**src/rtl/wr_tag_pipeline_pkg.sv**
```systemverilog
// Shared types for the destination-tag pipeline and the forwarding interface it drives.
package wr_tag_pipeline_pkg;

    typedef struct packed {
        logic [4:0] addr;
        logic       en;
        logic       is_load;
    } StageTag;

    localparam StageTag TAG_BUBBLE = '0;

    typedef struct packed {
        logic [4:0] ID;
        logic [4:0] EX;
        logic [4:0] MEM;
        logic [4:0] WB;
    } PipeLineSignal_5;

    typedef struct packed {
        logic ID;
        logic EX;
        logic MEM;
        logic WB;
    } PipeLineSignal_1;

endpackage

```
**src/rtl/stage_tag_reg.sv**
```systemverilog
// One pipeline stage's destination tag; i_bubble loads an empty tag instead of i_tag.
module stage_tag_reg
    import wr_tag_pipeline_pkg::*;
(
    input  logic    clk,
    input  logic    rst,
    input  logic    i_bubble,
    input  StageTag i_tag,
    output StageTag o_tag
);

    StageTag r_tag;

    always_ff @(posedge clk or posedge rst) begin
        if (rst) begin
            r_tag <= TAG_BUBBLE;
        end else if (i_bubble) begin
            r_tag <= TAG_BUBBLE;
        end else begin
            r_tag <= i_tag;
        end
    end

    assign o_tag = r_tag;

endmodule

```
**src/rtl/wr_tag_pipeline.sv**
```systemverilog
// Carries rd tags through EX/MEM/WB for forwarding and stalls one cycle on a load-use hazard.
module wr_tag_pipeline
    import wr_tag_pipeline_pkg::*;
#(
    parameter int unsigned STALL_CNT_W = 16
) (
    input  logic                   clk,
    input  logic                   rst,
    input  logic [4:0]             id_wr_addr,
    input  logic                   id_wr_en,
    input  logic                   id_is_load,
    input  logic [4:0]             id_rd_addr_1,
    input  logic [4:0]             id_rd_addr_2,
    input  logic                   id_rd_use_1,
    input  logic                   id_rd_use_2,
    input  logic                   flush,
    output PipeLineSignal_5        reg_file_wr_addr,
    output PipeLineSignal_1        reg_file_wr_en_cntrl,
    output PipeLineSignal_5        reg_file_rd_addr_1,
    output PipeLineSignal_5        reg_file_rd_addr_2,
    output logic                   stall,
    output logic [STALL_CNT_W-1:0] stall_cnt
);

    localparam logic [STALL_CNT_W-1:0] CntOne = {{(STALL_CNT_W-1){1'b0}}, 1'b1};

    logic                   w_id_en;
    StageTag                w_id_tag;
    StageTag                w_ex_tag;
    StageTag                w_mem_tag;
    StageTag                w_wb_tag;
    logic                   w_stall;
    logic [STALL_CNT_W-1:0] r_stall_cnt;

    // Writes to x0 are dropped here so they can never look like a hazard downstream.
    assign w_id_en  = id_wr_en & (id_wr_addr != 5'd0);
    assign w_id_tag = '{addr: id_wr_addr, en: w_id_en, is_load: id_is_load};

    stage_tag_reg u_ex_reg (
        .clk      (clk),
        .rst      (rst),
        .i_bubble (w_stall | flush),
        .i_tag    (w_id_tag),
        .o_tag    (w_ex_tag)
    );

    stage_tag_reg u_mem_reg (
        .clk      (clk),
        .rst      (rst),
        .i_bubble (1'b0),
        .i_tag    (w_ex_tag),
        .o_tag    (w_mem_tag)
    );

    stage_tag_reg u_wb_reg (
        .clk      (clk),
        .rst      (rst),
        .i_bubble (1'b0),
        .i_tag    (w_mem_tag),
        .o_tag    (w_wb_tag)
    );

    // A load's data only exists after MEM, so a reader directly behind it must wait a cycle.
    assign w_stall = w_ex_tag.is_load & w_ex_tag.en &
                     ((id_rd_use_1 & (id_rd_addr_1 == w_ex_tag.addr)) |
                      (id_rd_use_2 & (id_rd_addr_2 == w_ex_tag.addr)));

    always_ff @(posedge clk or posedge rst) begin
        if (rst) begin
            r_stall_cnt <= '0;
        end else if (w_stall && (r_stall_cnt != '1)) begin
            r_stall_cnt <= r_stall_cnt + CntOne;
        end
    end

    always_comb begin
        reg_file_wr_addr         = '0;
        reg_file_wr_addr.ID      = id_wr_addr;
        reg_file_wr_addr.EX      = w_ex_tag.addr;
        reg_file_wr_addr.MEM     = w_mem_tag.addr;
        reg_file_wr_addr.WB      = w_wb_tag.addr;
        reg_file_wr_en_cntrl     = '0;
        reg_file_wr_en_cntrl.ID  = w_id_en;
        reg_file_wr_en_cntrl.EX  = w_ex_tag.en;
        reg_file_wr_en_cntrl.MEM = w_mem_tag.en;
        reg_file_wr_en_cntrl.WB  = w_wb_tag.en;
        reg_file_rd_addr_1       = '0;
        reg_file_rd_addr_1.ID    = id_rd_addr_1;
        reg_file_rd_addr_2       = '0;
        reg_file_rd_addr_2.ID    = id_rd_addr_2;
    end

    assign stall     = w_stall;
    assign stall_cnt = r_stall_cnt;

endmodule

```
**config.mk**
```make
export PLATFORM = sky130hd
export DESIGN_NAME = wr_tag_pipeline
export DESIGN_NICKNAME = d
export VERILOG_FILES = /design/src/rtl/wr_tag_pipeline_pkg.sv /design/src/rtl/stage_tag_reg.sv /design/src/rtl/wr_tag_pipeline.sv
export SDC_FILE = /design/constraint.sdc
export NUM_CORES = 1
export LEC_CHECK = 0
export ABC_CLOCK_PERIOD_IN_PS = 3540
export CORE_MARGIN = 5
export CORE_UTILIZATION = 42
export CTS_CLUSTER_SIZE = 28
export DETAILED_ROUTE_END_ITERATION = 10
export GPL_TIMING_DRIVEN = 0
export HOLD_SLACK_MARGIN = 0.15
export MAX_ROUTING_LAYER = met4
export PLACE_DENSITY = 0.86
export SLEW_MARGIN = 10
export SYNTH_ARGS = -nofsm -noshare
export SYNTH_HDL_FRONTEND = slang
export SYNTH_SLANG_ARGS = --single-unit
```
**constraint.sdc**
```tcl
create_clock -name clk -period 3.54 [get_ports clk]
set_input_delay 0.708 -clock clk [delete_from_list [all_inputs] [get_ports clk]]
set_output_delay 0.708 -clock clk [all_outputs]
set_load 0.005 [all_outputs]
```
==> impl_metrics.toml <==
[run_status]
outcome = "finished clean"

[floorplan]
die_y_um = 76.9
core_area_um2 = 4350
chipWidth_um = 76.9
rows = 24
die_area_um2 = 5920
start_util = 0.432
pin_count = 103

[clock_tree]
cts.clk_slew.worst_paths_ns = 0.07
postCtsResizedCells = 0
root_buffer = "clkbuf_8"
clock_tree.buffer_depth = 2
cts_buffers = 5
cts_tree = "built"
cts.sinks = 35
clock_latency_ns = 0.27
post_cts_buffers = 0
cts-htree-levels = 2
ctsHoldBuffers = 0

[global_routing]
grt_usage = 0.136
grt_overflow_total = 0
grt_pass1_wl_um = 6430
grt_max_degree = 36
antenna_found_initial = 0
grt_pass1_vias = 1339

[final_layout]
final_nets = 302
drive_gt1_frac = 0.257
ff_latch_area_um2 = 876
final_util = 0.664
multiInputGateArea_um2 = 704
layout_common_cells = "clkdlybuf4s50_1, buf_4, dfrtp_1"
fin_area_um2 = 2890
diodes = 0
n_fill_cell = 347
fin_cells = 332
area_growth_pct = 53.8
layout_commonest_cell = "clkdlybuf4s50_1"

[power_and_ir_drop]
p_sw_frac = 0.204
ir_drop_v = 0.000245
combPwrFrac = 0.162
net-switching-power_uw = 191
p_int_uw = 745
pwr-share-seq = 0.453
p_per_area_nw_per_um2 = 323
clkPwrFrac = 0.385
leakagePower_nw = 1.42

[logic_synthesis]
syn_inst = 171
synth.yosys.seq_area_share = 0.466
synth_area_um2 = 1880
ys_seq_elements = 35
synthDistinctLibCells = 30
synth_area_per_cell_um2 = 11.0
yosys_warnings = 0

[setup_path]
r2r_start = "u_ex_reg.o_tag[3]$_DFF_PP0_"
path_max_fanout = 6
reg2regPathDepth = 6
rrSetupSlack_ns = 1.74
startpoint_type = "input port"
timing_worst_setup_path_type = "input port to output pin"
cp-end-kind = "output pin"
required_ns = 2.83
cp_data_arrival_time_ns = 2.45
reg2reg_to = "stall_cnt[12]$_DFFE_PP0P_"

[hold_path]
whs_path_depth = 0
min_to = "u_wb_reg.o_tag[4]$_DFF_PP0_"
hold_path_class = "flip-flop to flip-flop"
hp-start = "u_mem_reg.o_tag[4]$_DFF_PP0_"

[timing]
hold_viol = 0
maxSlewViolCount = 0
worstMarginPinSlew_ns = 0.684
grt_setup_unrepaired = "false"
fin_crit_ns = 3.16
fin_crit_sh = 0.892
fin_skew_ns = 0.00669
whs_ns = 0.374
setup_tns_ns = 0
max_freq_mhz = 317
max_slew_margin = 0.544
setup_violations = 0

[drt]
dr.pass1.iters = 4
vias_per_cell = 4.23
drt_first_iter_violations = 29
vias = 1403
routed_wl_um = 3930
drc = 0
ant_nets = 0
route.detailed.wl_per_inst_um = 11.8

[placed_design]
dp_hpwl_um = 3270
gp_congestion = 0.775
placed_cells = 324
port_buffers = 72
dpl-instance-area_um2 = 2780

[flow_run]
max_cap_viol_count = 0
synthesized netlist by cell type (all sizes together):
library cell / number / area, um^2
ha: 1 / 12.5
nor4: 1 / 21.3
xnor2: 12 / 105
nor3b: 1 / 7.51
and2: 7 / 43.8
o21a: 1 / 7.51
or4: 1 / 7.51
xor2: 10 / 87.6
nor2: 3 / 18.8
o21ai: 1 / 5.00
nand2b: 2 / 15.0
dfrtp: 35 / 876
inv: 2 / 7.51
conb: 1 / 3.75
mux2: 4 / 45.0
nor3: 8 / 45.0
o22a: 1 / 8.76
and4: 2 / 17.5
nand4b: 1 / 8.76
buf: 53 / 402
nand2: 8 / 30.0
nand3: 4 / 20.0
o21ba: 1 / 10.0
and3: 4 / 25.0
nand4: 7 / 50.1
per-stage QoR:
step	power (mW)	worst slack, ns
2_1_floorplan	0.504	1.32
5_1_grt	0.982	0.266
3_5_place_dp	0.584	0.365
4_1_cts	0.946	0.352
3_3_place_gp	0.580	0.367
6_report	0.935	0.382
cells by family after synthesis:
logic type | share of synthesized area
compound gates | 0.0166
xor+xnor | 0.102
fa+ha+maj | 0.00665
buf+inv | 0.218
flops | 0.466
mux | 0.0240
other cells | 0.00199
simple gates | 0.165
power by group through the flow:
stage	logic, mW	clock network (mW)	registers (mW)
2_1_floorplan	0.0742	0	0.430
3_3_place_gp	0.150	0	0.431
3_5_place_dp	0.152	0	0.432
4_1_cts	0.153	0.369	0.424
5_1_grt	0.167	0.389	0.426
6_report	0.152	0.360	0.424
worst max path at each step:
stage	depth (start not counted)	slack (ns)	startpoint	end
2_1_floorplan	3	1.32	id_wr_addr[2]	reg_file_wr_en_cntrl[3]
3_3_place_gp	6	0.37	id_rd_addr_2[1]	stall
3_5_place_dp	6	0.37	id_rd_addr_2[4]	stall
4_1_cts	6	0.35	id_rd_addr_2[4]	stall
5_1_grt	6	0.27	id_rd_addr_2[4]	stall
6_report	6	0.38	id_rd_addr_2[4]	stall
per-layer routing:
metal,vias to the layer above,wire [um],global-route usage
met5,-,0,-
met1,649,1600,0.159
met2,51,2070,0.228
li1,701,-,-
met4,0,28,0.0315
met3,2,228,0.0433
cell type report:
| type | instances | area share |
|---|---|---|
| Clock buffer | 6 | 0.0285 |
| Tap cell | 52 | 0.0225 |
| Multi-Input combinational cell | 110 | 0.244 |
| Clock inverter | 2 | 0.0121 |
| Inverter | 2 | 0.00260 |
| Buffer | 53 | 0.139 |
| Timing Repair Buffer | 72 | 0.249 |
| Sequential cell | 35 | 0.303 |
sequential cells by signal, summed over array words and instances, names as in the netlist:
name / flops
stall_cnt: 16
u_ex_reg.o_tag: 7
u_mem_reg.o_tag: 6
u_wb_reg.o_tag: 6
worst max-delay path, cell delays in order:
cell and delay [ns]:
clkdlybuf4s50_1 0.51, xnor2_1 0.13, nand4_1 0.11, o22a_1 0.26, inv_1 0.18, clkdlybuf4s50_1 0.54
Note: power is estimated with default switching activity, not from simulation.
